### src/rtl/batch_ctrl_pp.sv
// rtl/batch_ctrl_pp.sv - round-robin multi-bank batch fill / compute / drain controller
// Optional src_last checking enabled by defining BATCH_CTRL_PP_LAST_CHK_EN.
module batch_ctrl_pp #(
  parameter int AW    = 12,
  parameter int NBANK = 2,
  localparam int BW   = (NBANK > 1) ? $clog2(NBANK) : 1
) (
  input  logic          clk,
  input  logic          rst_n,
  input  logic          run,
  input  logic          src_valid,
  input  logic          src_last,
  output logic          src_ready,
  output logic          src_v,
  output logic [AW-1:0] src_a,
  output logic [BW-1:0] src_bank,
  output logic          s_init,
  output logic [BW-1:0] s_bank,
  input  logic          s_fin,
  output logic          dst_valid,
  input  logic          dst_ready,
  output logic          dst_v,
  output logic [AW-1:0] dst_a,
  input  logic [AW-1:0] ss,
  input  logic [AW-1:0] ds,
  output logic          err_last
);

  logic [AW-1:0]    src_a_q, src_a_d;
  logic [AW-1:0]    dst_a_q, dst_a_d;
  logic [BW-1:0]    wb_q, wb_d;
  logic [BW-1:0]    rb_q, rb_d;
  logic [NBANK-1:0] full_q, full_d;
  logic             busy_q, busy_d;
  logic             s_init_q, s_init_d;
  logic [BW-1:0]    s_bank_q, s_bank_d;
  logic             dst_valid_q, dst_valid_d;
  logic             err_last_q, err_last_d;
  logic             src_at_end;
  logic             fill_last;

  // rst_n gates src_ready so every output reads 0 while reset is held
  assign src_ready = run & rst_n & ~full_q[wb_q];
  assign src_v     = run & src_valid & src_ready;
  assign src_a     = src_a_q;
  assign src_bank  = wb_q;
  assign s_init    = s_init_q;
  assign s_bank    = s_bank_q;
  assign dst_valid = dst_valid_q;
  assign dst_v     = dst_valid_q & dst_ready;
  assign dst_a     = dst_a_q;
  assign err_last  = err_last_q;

  assign src_at_end = (src_a_q == ss);
  assign fill_last  = src_v & src_at_end;

`ifndef BATCH_CTRL_PP_LAST_CHK_EN
  logic unused_src_last;
  assign unused_src_last = src_last;
`endif

  always_comb begin
    src_a_d     = src_a_q;
    dst_a_d     = dst_a_q;
    wb_d        = wb_q;
    rb_d        = rb_q;
    full_d      = full_q;
    busy_d      = busy_q;
    s_init_d    = 1'b0;
    s_bank_d    = s_bank_q;
    dst_valid_d = dst_valid_q;
    err_last_d  = err_last_q;
    if (!run) begin
      src_a_d     = '0;
      dst_a_d     = '0;
      wb_d        = '0;
      rb_d        = '0;
      full_d      = '0;
      busy_d      = 1'b0;
      s_bank_d    = '0;
      dst_valid_d = 1'b0;
      err_last_d  = 1'b0;
    end else begin
      if (src_v) begin
        if (src_at_end) begin
          src_a_d = '0;
          wb_d    = wb_q + 1'b1;
        end else begin
          src_a_d = src_a_q + 1'b1;
        end
      end
      // release happens before the fill set so a same-cycle fill of another bank survives
      if (s_fin && busy_q && !dst_valid_q) begin
        full_d[rb_q] = 1'b0;
        rb_d         = rb_q + 1'b1;
        dst_valid_d  = 1'b1;
        dst_a_d      = '0;
      end
      if (fill_last) begin
        full_d[wb_q] = 1'b1;
      end
      if (dst_v) begin
        if (dst_a_q == ds) begin
          dst_valid_d = 1'b0;
          dst_a_d     = '0;
          busy_d      = 1'b0;
        end else begin
          dst_a_d = dst_a_q + 1'b1;
        end
      end
      // look at the bank's next full state so compute starts the cycle after its last beat
      if (!busy_q && !s_init_q && (full_q[rb_q] || (fill_last && (wb_q == rb_q)))) begin
        s_init_d = 1'b1;
        busy_d   = 1'b1;
        s_bank_d = rb_q;
      end
`ifdef BATCH_CTRL_PP_LAST_CHK_EN
      if (src_v && (src_last != src_at_end)) begin
        err_last_d = 1'b1;
      end
`endif
    end
  end

  always_ff @(posedge clk or negedge rst_n) begin
    if (!rst_n) begin
      src_a_q     <= '0;
      dst_a_q     <= '0;
      wb_q        <= '0;
      rb_q        <= '0;
      full_q      <= '0;
      busy_q      <= 1'b0;
      s_init_q    <= 1'b0;
      s_bank_q    <= '0;
      dst_valid_q <= 1'b0;
      err_last_q  <= 1'b0;
    end else begin
      src_a_q     <= src_a_d;
      dst_a_q     <= dst_a_d;
      wb_q        <= wb_d;
      rb_q        <= rb_d;
      full_q      <= full_d;
      busy_q      <= busy_d;
      s_init_q    <= s_init_d;
      s_bank_q    <= s_bank_d;
      dst_valid_q <= dst_valid_d;
      err_last_q  <= err_last_d;
    end
  end

endmodule
### config.mk
export PLATFORM = sky130hd
export DESIGN_NAME = batch_ctrl_pp
export DESIGN_NICKNAME = d
export VERILOG_FILES = /design/src/rtl/batch_ctrl_pp.sv
export SDC_FILE = /design/constraint.sdc
export NUM_CORES = 1
export LEC_CHECK = 0
export ABC_AREA = 0
export CAP_MARGIN = 40
export CORE_UTILIZATION = 35
export DETAILED_ROUTE_END_ITERATION = 6
export DONT_BUFFER_PORTS = 1
export SYNTH_ARGS = -nofsm -noshare
export SYNTH_HDL_FRONTEND = slang
export SYNTH_SLANG_ARGS = --single-unit
### constraint.sdc
create_clock -name clk -period 1.8 [get_ports clk]
set_input_delay 0.36 -clock clk [delete_from_list [all_inputs] [get_ports clk]]
set_output_delay 0.36 -clock clk [all_outputs]
set_load 0.01 [all_outputs]
* After elaboration in Yosys (flattened, before gate mapping)
Index checks and enable logic that the tools add are counted.
Word-level totals: bits in registers 32, input bits 31, output and inout bits 32, word-level logic and storage cells 86
Cells by class: $add $sub $neg 4, $lt $le $gt $ge 4, eq/ne operators 10, multiplexer cells 36, bitwise logic cells 10, reductions and logical operators 13
Operator list (number):
- $mux W12 | 7
- $add A12 B1 Y12 const B | 2
- $eq A12 B12 Y1 | 2
- $mux W1 | 23
- $ne A3 B1 Y1 const B | 3
- $mux W2 | 4
- $ne A2 B1 Y1 const B | 4
- $logic_and A1 B1 Y1 | 7
- $and A1 B1 Y1 | 6
- $lt A1 B2 Y1 const B | 2
- $reduce_and A2 Y1 | 2
- $logic_not A1 Y1 | 3
- $add A1 B1 Y1 const B | 2
- $and A2 B2 Y2 | 1
- $demux W1 S1 | 2
- $ge A1 B1 Y1 const B | 2
- $not A2 Y2 | 1
- $or A2 B2 Y2 | 1
- $eq A1 B1 Y1 | 1
- $logic_or A1 B1 Y1 | 1
- $not A1 Y1 | 1

* Logic depth before layout (Yosys ltp)
depth in word-level cells 11, depth in mapped cells 7, gate-level depth less buffers 6

* Worst setup path after synthesis
OpenSTA, ideal clock, no wires.
path type flip-flop to flip-flop, start register dst_a_q[3], in the netlist dst_a[3], end register dst_a_q[6], in the netlist dst_a[6], library setup time 0.121 ns, arrival time 1.585 ns, data required time 1.679 ns, setup slack 0.094 ns, stages on the path, launching flop included 7, path buffers 2, period minus slack after synthesis 1.706 ns, cell sequence dfrtp_1 -> buf_6 -> xor2_1 -> nor4_4 -> a31oi_4 -> buf_6 -> a22o_1
On the way: word-level cells in the longest chain between the ends 4, elaborated cells between the ends (all ways) 5, those cells by class add/sub (1); eq/ne (1); mux (3)
Ends and longest elaborated chain:
- from (decl) | RTL line 30 | logic [AW-1:0] dst_a_q, dst_a_d;
- from (signal assigned) | RTL line 139 | dst_a_q <= dst_a_d;
- $add A12 B1 Y12 / $eq A12 B12 Y1 (equally long branches) | RTL line 108, 103
- $mux W12 * | RTL line 103 | if (dst_a_q == ds) begin
- $mux W12 * | RTL line 102 | if (dst_v) begin
- $mux W12 * | RTL line 73 | if (!run) begin
Mark *: on every way between the ends. The rest lies on a longest branch, timed or not. A chain may end at the register's enable or synchronous reset.

* Worst setup path in the final report
start register dst_a_q[7], in the netlist dst_a[7], end register dst_a_q[5], in the netlist dst_a[5]
On the way: word-level cells in the longest chain between the ends 4
Ends and longest elaborated chain (RTL line):
- $eq A12 B12 Y1 | 103
- $mux W12 | 103
- $mux W12 | 102
- $mux W12 | 73
No other way between the ends.

==> impl_metrics.sql <==
INSERT INTO impl_metrics (metric_group, metric, value, unit) VALUES
('sta', 'min_period', '1.733', 'ns'),
('setup_path', 'timing.critical_path.slowest_stage_cell', 'sky130_fd_sc_hd__dfrtp_2', ''),
('clocking', 'cts_num_sinks', '32', ''),
('global_route', 'grt.total_usage', '0.1708', ''),
('die', 'core_region_area', '5270', 'µm²'),
('setup_path', 'worstSetupEndpointType', 'flip-flop', ''),
('synthesis', 'netlist_top_cells_area', 'sky130_fd_sc_hd__dfrtp_1 (41%), sky130_fd_sc_hd__xor2_1 (12%), sky130_fd_sc_hd__nand3_1 (4.6%)', ''),
('final_layout', 'post_route_cells_drive_above_1_share', '0.2339', ''),
('synthesis', 'yosys.cell_count.top_type', 'sky130_fd_sc_hd__dfrtp_1', ''),
('setup_path', 'worstSetupPathType', 'reg2reg', ''),
('synthesis', 'synth_compound_area_frac', '0.1199', ''),
('synthesis', 'synthSimpleGateAreaFrac', '0.2157', ''),
('power_and_ir_drop', 'vdd_drop_max', '0.2931', 'mV'),
('sta', 'timing.final.crit_share', '0.9627', ''),
('placement', 'dpl.cell_count', '304', ''),
('placement', 'post-dp-hpwl', '3.586', 'mm'),
('clocking', 'inserted_clock_buffers', '5', ''),
('final_layout', 'final_nets', '280', ''),
('placement', 'gp_routability_congestion', '0.7651', ''),
('synthesis', 'synth_adder_area_share', '0.01269', ''),
('sta', 'finalWorstSetupSlack', '0.06712', 'ns'),
('synthesis', 'synth_cells', '211', ''),
('clocking', 'worst_skew_pair_latency', '0.28', 'ns'),
('final_layout', 'post_layout_nonfiller_instances', '318', ''),
('sta', 'final_max_slew_viol_count', '0', ''),
('sta', 'setup_viol', '0', ''),
('die', 'die_x', '77.06', 'µm'),
('power_and_ir_drop', 'total_leakage_power', '1.097', 'nW'),
('placement', 'pre_cts_ws', '0.06233', 'ns'),
('placement', 'portBuffers', '0', ''),
('synthesis', 'synth_area_leader_cell', 'sky130_fd_sc_hd__dfrtp_1', ''),
('final_layout', 'antenna_cells_inserted', '0', ''),
('synthesis', 'syn_nets', '244', ''),
('die', 'floorplan.rows', '26', ''),
('route', 'detail_route.iter0.violations', '65', ''),
('clocking', 'cts_root_buffer', 'sky130_fd_sc_hd__clkbuf_8', ''),
('setup_path', 'cp_cell_sequence', 'xor2_2 > nor4_4 > a31oi_4 > buf_4 > a21oi_1 > mux2i_1', ''),
('route', 'route.vias.total', '1655', ''),
('job', 'max-cap-violations', '0', ''),
('clocking', 'cts_tree', 'yes', ''),
('synthesis', 'ys.warnings.count', '0', ''),
('route', 'detail_route.vias_per_cell', '5.204', ''),
('setup_path', 'timing.critical_path.buf_inv', '1', ''),
('synthesis', 'post_synthesis_register_bit_count', '32', ''),
('sta', 'max_slew.worst_pin.slew', '0.5114', 'ns'),
('hold_path', 'hp-class', 'in2reg', ''),
('setup_path', 'cp_max_fo', '6', ''),
('setup_path', 'cp_data_arrival_time', '1.89', 'ns'),
('synthesis', 'post_synth.cell_area_avg', '9.345', 'µm²'),
('synthesis', 'top_area_cell_type_share_of_the_netlist_area', '0.4061', ''),
('synthesis', 'synth_top_family_by_area', 'simple AND/OR/NAND/NOR gates', ''),
('route', 'drt_first_pass_iters', '4', ''),
('setup_path', 'cpPeakStageDelay', '0.47', 'ns'),
('die', 'die_area', '5938', 'µm²'),
('synthesis', 'synth.area.mux_share', '0.02665', ''),
('setup_path', 'delay_heaviest_family_cp', 'flip-flops', ''),
('global_route', 'antenna_found_initial', '0', ''),
('route', 'post_route_drc', '0', ''),
('status', 'status', 'complete, no violations', ''),
('power_and_ir_drop', 'power.density_cell_area', '569.0', 'nW/µm²'),
('sta', 'timing.slew.headroom', '0.6590', ''),
('synthesis', 'yosys-top-cells-count', 'sky130_fd_sc_hd__dfrtp_1 (32), sky130_fd_sc_hd__xor2_1 (28), sky130_fd_sc_hd__nand3_1 (18), sky130_fd_sc_hd__a21oi_1 (15), sky130_fd_sc_hd__inv_1 (15)', ''),
('clocking', 'cts_htree_levels', '2', ''),
('synthesis', 'seq_area_frac_synth', '0.4061', ''),
('global_route', 'grt.overflow.total', '0', ''),
('route', 'routed_wl', '4.861', 'mm'),
('sta', 'fin_hold_ws', '0.2183', 'ns'),
('clocking', 'clk_pin_slew_worst_paths', '0.07', 'ns'),
('die', 'die_h', '77.06', 'µm'),
('route', 'avgRoutedWirePerCell', '15.29', 'µm'),
('global_route', 'via_count_of_the_first_global_routing_pass', '1616', '');
[routing by layer]
| layer | up-vias | track usage | part of all wire |
|---|---|---|---|
| met1 | 792 | 0.2104 | 0.42 |
| met2 | 55 | 0.2768 | 0.49 |
| met3 | 7 | 0.05714 | 0.078 |
| met5 | - | 0 | 0 |
| li1 | 801 | - | - |
| met4 | 0 | 0.06226 | 0.013 |
[cells by family after synthesis]
group           after synthesis
fa+ha+maj                     2
other cells                   1
simple gates                 77
xor+xnor                     37
mux                           4
flops                        32
compound gates               36
buf+inv                      22
[cell usage in the layout (no fill, tap or decap), drive strengths merged, types with 2 or more instances in the layout]
cell,count
a21oi,15
a22o,2
a31oi,2
and3,7
buf,35
clkbuf,8
dfrtp,32
ha,2
inv,15
mux2i,4
nand2,13
nand3,18
nand4,4
nor2,14
nor3,4
nor3b,2
nor4,11
o211ai,2
o21ai,10
or3,2
xnor2,9
xor2,28
[worst paths after layout]
kind,startpoint,end,slack (ns),cells past startpoint
setup reg to reg,dst_a[7]$_DFFE_PN0P_,dst_a[5]$_DFFE_PN0P_,0.07,6
max in group asynchronous,rst_n,dst_a[7]$_DFFE_PN0P_,1.10,2
hold / removal,run,s_bank$_DFFE_PN0P_,0.22,2
min in group asynchronous,rst_n,dst_a[1]$_DFFE_PN0P_,0.52,2
setup / recovery,dst_a[7]$_DFFE_PN0P_,dst_a[5]$_DFFE_PN0P_,0.07,6
hold reg to reg,busy_q$_DFFE_PN0P_,busy_q$_DFFE_PN0P_,0.58,1
[layout make-up]
cell class / instances / area (µm²)
Tap cell: 70 / 87.58
Inverter: 15 / 56.30
Clock buffer: 8 / 90.09
Fill cell: 513 / 2824
Multi-Input combinational cell: 157 / 1121
Timing Repair Buffer: 36 / 289.0
Sequential cell: 32 / 802.0
[what timing repair did]
action	in CTS	in global routing
buffers inserted	0	4
hold buffers	2	0
pin swaps	0	2
setup endpoints to repair	1	17
gates resized for setup	1	14
endpoints found under the hold margin	32	0
[worst register-to-register path, cell delays in order, from the launching register on]
cell,delay [ns]
sky130_fd_sc_hd__dfrtp_2,0.47
sky130_fd_sc_hd__xor2_2,0.21
sky130_fd_sc_hd__nor4_4,0.34
sky130_fd_sc_hd__a31oi_4,0.19
sky130_fd_sc_hd__buf_4,0.19
sky130_fd_sc_hd__a21oi_1,0.12
sky130_fd_sc_hd__mux2i_1,0.09
[flip-flops by register name, summed over array words and instances (netlist names)]
name,cells
busy_q,1
dst_a,12
dst_valid,1
full_q,2
rb_q,1
s_bank,1
s_init,1
src_a,12
src_bank,1
[power by group]
group / internal [mW] / switching, mW / leakage (nW)
clock: 0.312 / 0.258 / 0.0455
combinational: 0.0386 / 0.0613 / 0.607
sequential: 0.720 / 0.00198 / 0.445
[per-stage QoR]
step | instance area, µm² | total power, mW | util | TNS (ns)
global route | 2446 | 1.455 | 0.4642 | -0.06379
floorplan | 1972 | 0.7948 | - | 0
CTS | 2357 | 1.410 | 0.4473 | 0
finish | 2446 | 1.392 | 0.4642 | 0
global placement | 2237 | 0.8076 | 0.4245 | 0
detailed placement | 2237 | 0.8083 | 0.4245 | 0
Power figures use the tool's default switching activity.
